`src/rtl/layer_stream_sequencer.sv`:
```
// Layer stream sequencer: captures a full upstream output vector (NN elements of dataWidth bits)
// and replays it one element per cycle on the downstream single-element input.
// A one-deep pending buffer lets back-to-back vectors stream without gaps.
// Ports:
//   clk, rst          - clock, asynchronous active-high reset
//   in_valid[NN]      - per-neuron valids; all high = capture, some high = mismatch
//   in_data           - packed vector, element i at [i*dataWidth +: dataWidth]
//   clr_err           - synchronous clear of sticky error flags (a same-cycle set wins)
//   out_valid/out_data/out_last - registered element stream, out_last on index NN-1
//   busy              - sending or holding a pending vector
//   overflow          - sticky, a complete vector was dropped
//   valid_mismatch    - sticky, in_valid was partially asserted
module layer_stream_sequencer #(
  parameter int unsigned NN        = 20,
  parameter int unsigned dataWidth = 16
) (
  input  logic                      clk,
  input  logic                      rst,
  input  logic [NN-1:0]             in_valid,
  input  logic [NN*dataWidth-1:0]   in_data,
  input  logic                      clr_err,
  output logic                      out_valid,
  output logic [dataWidth-1:0]      out_data,
  output logic                      out_last,
  output logic                      busy,
  output logic                      overflow,
  output logic                      valid_mismatch
);

  localparam int unsigned CntW = $clog2(NN + 1);
  localparam logic [CntW-1:0] CntMax  = CntW'(NN);
  localparam logic [CntW-1:0] CntLast = CntW'(NN - 1);
  localparam logic [CntW-1:0] CntOne  = CntW'(1);

  typedef enum logic [0:0] {StIdle, StSend} state_e;

  state_e                    r_state, w_state_nxt;
  logic [CntW-1:0]           r_cnt, w_cnt_nxt;
  logic [NN*dataWidth-1:0]   r_active, w_active_nxt;
  logic [NN*dataWidth-1:0]   r_pending, w_pending_nxt;
  logic                      r_pend_vld, w_pend_vld_nxt;
  logic                      r_out_valid, w_out_valid_nxt;
  logic [dataWidth-1:0]      r_out_data, w_out_data_nxt;
  logic                      r_out_last, w_out_last_nxt;
  logic                      r_overflow, w_overflow_nxt;
  logic                      r_mismatch, w_mismatch_nxt;

  logic                      w_cap;
  logic                      w_part;
  logic [31:0]               w_base;
  logic [dataWidth-1:0]      w_cur_elem;

  assign w_cap      = &in_valid;
  assign w_part     = (|in_valid) && !w_cap;
  // r_cnt indexes the next element to emit; only read while r_cnt < NN.
  assign w_base     = 32'(r_cnt) * dataWidth;
  assign w_cur_elem = r_active[w_base +: dataWidth];

  always_ff @(posedge clk or posedge rst) begin
    if (rst) begin
      r_state     <= StIdle;
      r_cnt       <= '0;
      r_active    <= '0;
      r_pending   <= '0;
      r_pend_vld  <= 1'b0;
      r_out_valid <= 1'b0;
      r_out_data  <= '0;
      r_out_last  <= 1'b0;
      r_overflow  <= 1'b0;
      r_mismatch  <= 1'b0;
    end else begin
      r_state     <= w_state_nxt;
      r_cnt       <= w_cnt_nxt;
      r_active    <= w_active_nxt;
      r_pending   <= w_pending_nxt;
      r_pend_vld  <= w_pend_vld_nxt;
      r_out_valid <= w_out_valid_nxt;
      r_out_data  <= w_out_data_nxt;
      r_out_last  <= w_out_last_nxt;
      r_overflow  <= w_overflow_nxt;
      r_mismatch  <= w_mismatch_nxt;
    end
  end

  always_comb begin
    w_state_nxt     = r_state;
    w_cnt_nxt       = r_cnt;
    w_active_nxt    = r_active;
    w_pending_nxt   = r_pending;
    w_pend_vld_nxt  = r_pend_vld;
    w_out_valid_nxt = 1'b0;
    w_out_data_nxt  = '0;
    w_out_last_nxt  = 1'b0;
    // Clear first so a set in the same cycle takes priority.
    w_overflow_nxt  = clr_err ? 1'b0 : r_overflow;
    w_mismatch_nxt  = clr_err ? 1'b0 : r_mismatch;
    if (w_part) begin
      w_mismatch_nxt = 1'b1;
    end

    case (r_state)
      StIdle: begin
        if (w_cap) begin
          w_active_nxt    = in_data;
          w_out_data_nxt  = in_data[dataWidth-1:0];
          w_out_valid_nxt = 1'b1;
          w_cnt_nxt       = CntOne;
          w_state_nxt     = StSend;
        end
      end
      StSend: begin
        if (r_cnt < CntMax) begin
          w_out_data_nxt  = w_cur_elem;
          w_out_valid_nxt = 1'b1;
          w_out_last_nxt  = (r_cnt == CntLast);
          w_cnt_nxt       = r_cnt + CntOne;
          if (w_cap) begin
            if (!r_pend_vld) begin
              w_pending_nxt  = in_data;
              w_pend_vld_nxt = 1'b1;
            end else begin
              w_overflow_nxt = 1'b1;
            end
          end
        end else if (r_pend_vld) begin
          // Last element is on the outputs: chain straight into the pending vector.
          w_active_nxt    = r_pending;
          w_out_data_nxt  = r_pending[dataWidth-1:0];
          w_out_valid_nxt = 1'b1;
          w_cnt_nxt       = CntOne;
          w_pend_vld_nxt  = 1'b0;
          if (w_cap) begin
            w_pending_nxt  = in_data;
            w_pend_vld_nxt = 1'b1;
          end
        end else if (w_cap) begin
          w_active_nxt    = in_data;
          w_out_data_nxt  = in_data[dataWidth-1:0];
          w_out_valid_nxt = 1'b1;
          w_cnt_nxt       = CntOne;
        end else begin
          w_cnt_nxt   = '0;
          w_state_nxt = StIdle;
        end
      end
      default: begin
        w_state_nxt = StIdle;
      end
    endcase
  end

  assign out_valid      = r_out_valid;
  assign out_data       = r_out_data;
  assign out_last       = r_out_last;
  assign busy           = (r_state == StSend) || r_pend_vld;
  assign overflow       = r_overflow;
  assign valid_mismatch = r_mismatch;

endmodule

```
`config.mk`:
```
export PLATFORM = sky130hd
export DESIGN_NAME = layer_stream_sequencer
export DESIGN_NICKNAME = d
export VERILOG_FILES = /design/src/rtl/layer_stream_sequencer.sv
export SDC_FILE = /design/constraint.sdc
export NUM_CORES = 2
export LEC_CHECK = 0
export CORE_MARGIN = 2
export CORE_UTILIZATION = 58
export CTS_BUF_LIST = sky130_fd_sc_hd__clkbuf_4 sky130_fd_sc_hd__clkbuf_8
export DETAILED_ROUTE_END_ITERATION = 10
export MAX_ROUTING_LAYER = met4
export PLACE_DENSITY = 0.93
export SLEW_MARGIN = 40
export SYNTH_ARGS = -nofsm -noshare
export SYNTH_HDL_FRONTEND = slang
export SYNTH_SLANG_ARGS = --single-unit
```
`constraint.sdc`:
```
create_clock -name clk -period 34.7 [get_ports clk]
set_input_delay 3.47 -clock clk [delete_from_list [all_inputs] [get_ports clk]]
set_output_delay 3.47 -clock clk [all_outputs]
set_load 0.1 [all_outputs]
```
# Yosys cells after proc, flatten, opt, wreduce, memory -nomap -nowiden
# Cells that the tools add are included.
[classes]
shifts = 1
muxes = 34
n_addsub = 1
n_lt_le_gt_ge = 1
reduce_logical = 9
eq_ne = 5
n_bitwise = 1
[ops]
columns = ["op", "count"]
rows = [
  ["$mux W320", 8],
  ["$pmux W320 S2", 1],
  ["$shiftx A320 B10 Y16", 1],
  ["$mux W16", 3],
  ["$pmux W16 S2", 1],
  ["$reduce_and A23 Y1", 1],
  ["$reduce_and A20 Y1", 1],
  ["$reduce_or A20 Y1", 1],
  ["$mux W1", 17],
  ["$mux W5", 2],
  ["$pmux W5 S2", 1],
  ["$ne A2 B2 Y1 const B", 4],
  ["$add A5 B1 Y5 const B", 1],
  ["$eq A5 B5 Y1 const B", 1],
  ["$lt A5 B5 Y1 const B", 1],
  ["$reduce_bool A2 Y1", 2],
  ["$pmux W1 S2", 1],
  ["$reduce_and A2 Y1", 1],
  ["$logic_and A1 B1 Y1", 1],
  ["$logic_not A1 Y1", 1],
  ["$logic_or A1 B1 Y1", 1],
  ["$not A1 Y1", 1],
]
[word_totals]
wordCells = 61
out_inout_bits = 21
ff_bits = 666
in_bits = 343

# Logic depth before layout (Yosys ltp)
[depth]
word_depth = 5
mapped_depth = 8
ltp_nobuf = 5

# Worst setup path after synthesis
# Ideal clock, no wire load.
[synth_path]
path_kind = "reg-to-output"
startpoint = "reg out_valid (netlist name)"
endpoint = "out busy"
arrival_time_ps = 1962
path_buffers = 2
path_slack_ps = 29268
path_stages_with_launch = 4
t_required_ps = 31230
path_cell_list = "dfrtp_1 buf_2 clkbuf_1 or2_2"
[synth_lines]
columns = ["element", "line", "source"]
rows = [
  ["end, declared", "25", "output logic busy,"],
]

# Worst setup path in the final report
[layout_path]
startpoint = "in in_valid[15]"
endpoint = "reg r_pending[28]"
[layout_via]
elab_chain_cells = 1
[layout_lines]
columns = ["element", "line", "source"]
rows = [
  ["start, declared", "19", "input logic [NN-1:0] in_valid,"],
  ["$reduce_and A23 Y1 (no source line)", "--", ""],
  ["end signal, assigned", "75", "r_pending <= w_pending_nxt;"],
  ["end, declared", "40", "logic [NN*dataWidth-1:0] r_pending, w_pending_nxt;"],
]
# No other way between the ends.
# A chain may end at the register's enable or synchronous reset.

==> impl_results.md <==
* Outcome: finished clean
* Cell count after synthesis at 2200
* Area of the multi-input gates at 0.0120 mm2
* Cell Area, Synth at 0.0298 mm2
* Via count at 22500
* Clk_skew at 0.0504 ns
* CTS tree: yes
* Layout cells sized above 1 at 17.4%
* DIE AREA at 0.0531 mm2
* Worst VDD drop at 0.0000298 V
* Syn nets at 2544
* Slowest cell on the critical path: and2_2
* Sequential cell area at 0.0167 mm2
* Crit-path cells: clkdlybuf4s50_1, nand4_1, nor3_2, and2_2, nand3_4, buf_16, buf_4, clkbuf_8, mux2_1
* Top cells by area, synth: dfrtp_1, a2bb2oi_1, mux2_1
* Largest stage delay, worst path at 0.57 ns
* Number of synthesis warnings at 0
* Grt ovf at 0
* Worst hold path stage count at 1
* Final min period at 6.68 ns
* TritonRoute pass-1 iters at 6
* Residual DRC at 0
* P_leak at 15.5 nW
* Commonest cells after routing, fill and taps aside: dfrtp_1, clkdlybuf4s50_1, o22ai_1
* Mean Syn Cell Area at 13.5 um2
* Req. time, crit path at 35.27 ns
* Stages on the worst setup path at 9
* CP max FO at 67
* Clk pin slew, worst setup/hold paths at 0.06 ns
* Largest net degree at the start of global routing at 136
* Via density at 6.91
* Commonest non-fill, non-tap cell in the layout: dfrtp_1
* Fin Setup TNS at 0 ns
* Final Net Count at 2818
* Initial Util at 58.4%
* Area leader, netlist: dfrtp_1
* Layout Utilization at 70.4%
* Number of global-route vias before repair at 23100
* Post-route ant nets at 0
* Critical Path End Type: register
* Hold_sp: r_pending[273]
* Synth Register Bits at 666
* Detailed Route WL at 90900 um
* CTS resizes at 0
* Final setup fails at 0
* Hold Crit Endpoint: r_pending[273]
* # clock sinks at 666
* R2R Setup Slk at 30.39 ns
* Min Hold Slack at 0.493 ns
* Fill count at 3120
* Relative max-transition margin at 42.9%
* Slew Limit Fails at 0
* Yosys cell types at 44
* Core Footprint at 0.0510 mm2
* Worst-Margin Slew at 0.857 ns
* Clock Path Buffers at 3
* Tcrit/Tclk final at 19.3%
* Global-route wire length before repair at 139000 um
* Cts bufs inserted at 102
* Crit path arrival time at 7.25 ns
* Hold buffer count at cts at 0
* Unrepaired setup endpoints after global routing: no
* Initial antenna violation count at 13
* R2r endpoint: r_active[142]
* Num rows at 83
* FF-to-FF path depth at 7
* Hold Crit Class: reg -> reg
* Post-CTS setup buffers at 0
* Post-synthesis sequential area ratio at 56.0%
* HPWL Detailed at 58100 um
* DIE HEIGHT at 230 um
* Root buffer cell: clkbuf_8
* Critical path's top delay family: buffers and inverters
* Max-Cap Viols at 0
* Initial DRC count at 2676
* F_max at 150 MHz
* Final Hold Viols at 0
* WL/cell at 27.9 um
* Ports at 364
* Die width at 230 um
* # port buffers at 363
* Gpl congestion at 0.975
* Worst path buffer plus inverter count at 4
* Pwr dens at 45.3 mW/mm2
* GRT Total Usage at 35.2%
* Critical path class: in -> reg
* Worst setup SP type: primary input
* Worst R2R Start: r_pend_vld
* Worst skew pair latency at 0.71 ns
* H-tree lvl count at 3
* Post-synth top area share at 56.0%
* Syn-to-layout area delta at 20.6%
-- layer usage --
layer  global-route usage (%)  up-vias  wire length (um)
li1                         -     9226                 -
met5                        -        -                 0
met2                     51.4     1542             41800
met1                     45.1    11400             34500
met3                     8.50      291              8790
met4                     20.8        0              5800
-- area by class of cell --
type / instances / share of cell area, %
sequential: 666 / 46.5
multi-input combinational: 1304 / 33.3
timing repair buffer: 396 / 11.2
clock buffer: 168 / 5.85
tap: 680 / 2.37
clock inverter: 21 / 0.596
antenna: 14 / 0.0976
inverter: 4 / 0.0767
-- sequential cells by signal, indices dropped and copies added, names as in the netlist --
| signal | count |
|---|---|
| valid_mismatch | 1 |
| overflow | 1 |
| r_active | 320 |
| out_data | 16 |
| out_valid | 1 |
| r_cnt | 5 |
| r_pend_vld | 1 |
| out_last | 1 |
| r_pending | 320 |
-- worst reg2reg max path: stages (launching register included) --
cell       delay, ns
dfrtp_2         0.70
nand2_4         0.55
nand3_4         0.59
buf_12          0.44
buf_16          0.37
buf_4           1.01
o22ai_1         0.30
a2bb2oi_1       0.24
-- worst max-delay path by stage --
stage	slack, ns	to	start
after floorplan	12.56	out_data[0]	rst
after global placement	26.29	r_active[96]	rst
after detailed placement	27.33	r_pending[77]	rst
after CTS	28.07	r_active[58]	rst
after global routing	27.58	r_active[42]	rst
final	28.02	r_pending[28]	in_valid[15]
-- power breakdown --
part | leakage (nW) | internal (W) | total (W) | switching (W)
logic | 6.59 | 0.0000539 | 0.000117 | 0.0000627
clock network | 1.24 | 0.000412 | 0.000730 | 0.000319
registers | 7.62 | 0.000778 | 0.000781 | 0.00000292
total | 15.5 | 0.00124 | 0.00163 | 0.000384
-- cells by family after synthesis --
| kind of cell | after synthesis | synth area share [%] |
|---|---|---|
| fa+ha+maj | 1 | 0.0420 |
| mux | 432 | 18.7 |
| xor+xnor | 1 | 0.0294 |
| buf+inv | 230 | 3.98 |
| simple gates | 72 | 1.47 |
| compound gates | 798 | 19.7 |
| flops | 666 | 56.0 |
-- Yosys cell counts, drive strengths merged --
cell,count
a2bb2oi,320
nand3,6
nor3,2
a211oi,29
mux2,350
mux2i,47
dfrtp,666
nand3b,16
nor2,7
a21o,1
nor4,5
a211o,1
a22o,16
o22ai,337
buf,99
or2,2
o21ai,22
o21bai,1
a21oi,21
or3b,1
and2,1
xor2,1
nand2b,1
mux4,35
nor2b,16
o311ai,1
a31oi,17
clkbuf,127
nand2,8
nor3b,1
a32o,2
inv,4
ha,1
nand4,6
o211ai,29
o2111ai,1
-- through the flow --
step	std cells	power [W]	area (um2)	setup slack, ns
floorplan	2200	0.000846	29800	12.56
global placement	3042	0.000906	33400	26.29
detailed placement	3048	0.000909	33500	27.33
CTS	3237	0.00163	35800	28.07
global route	3252	0.00167	35900	27.58
finish	3253	0.00163	35900	28.02
Power figures use the tool's default switching activity.
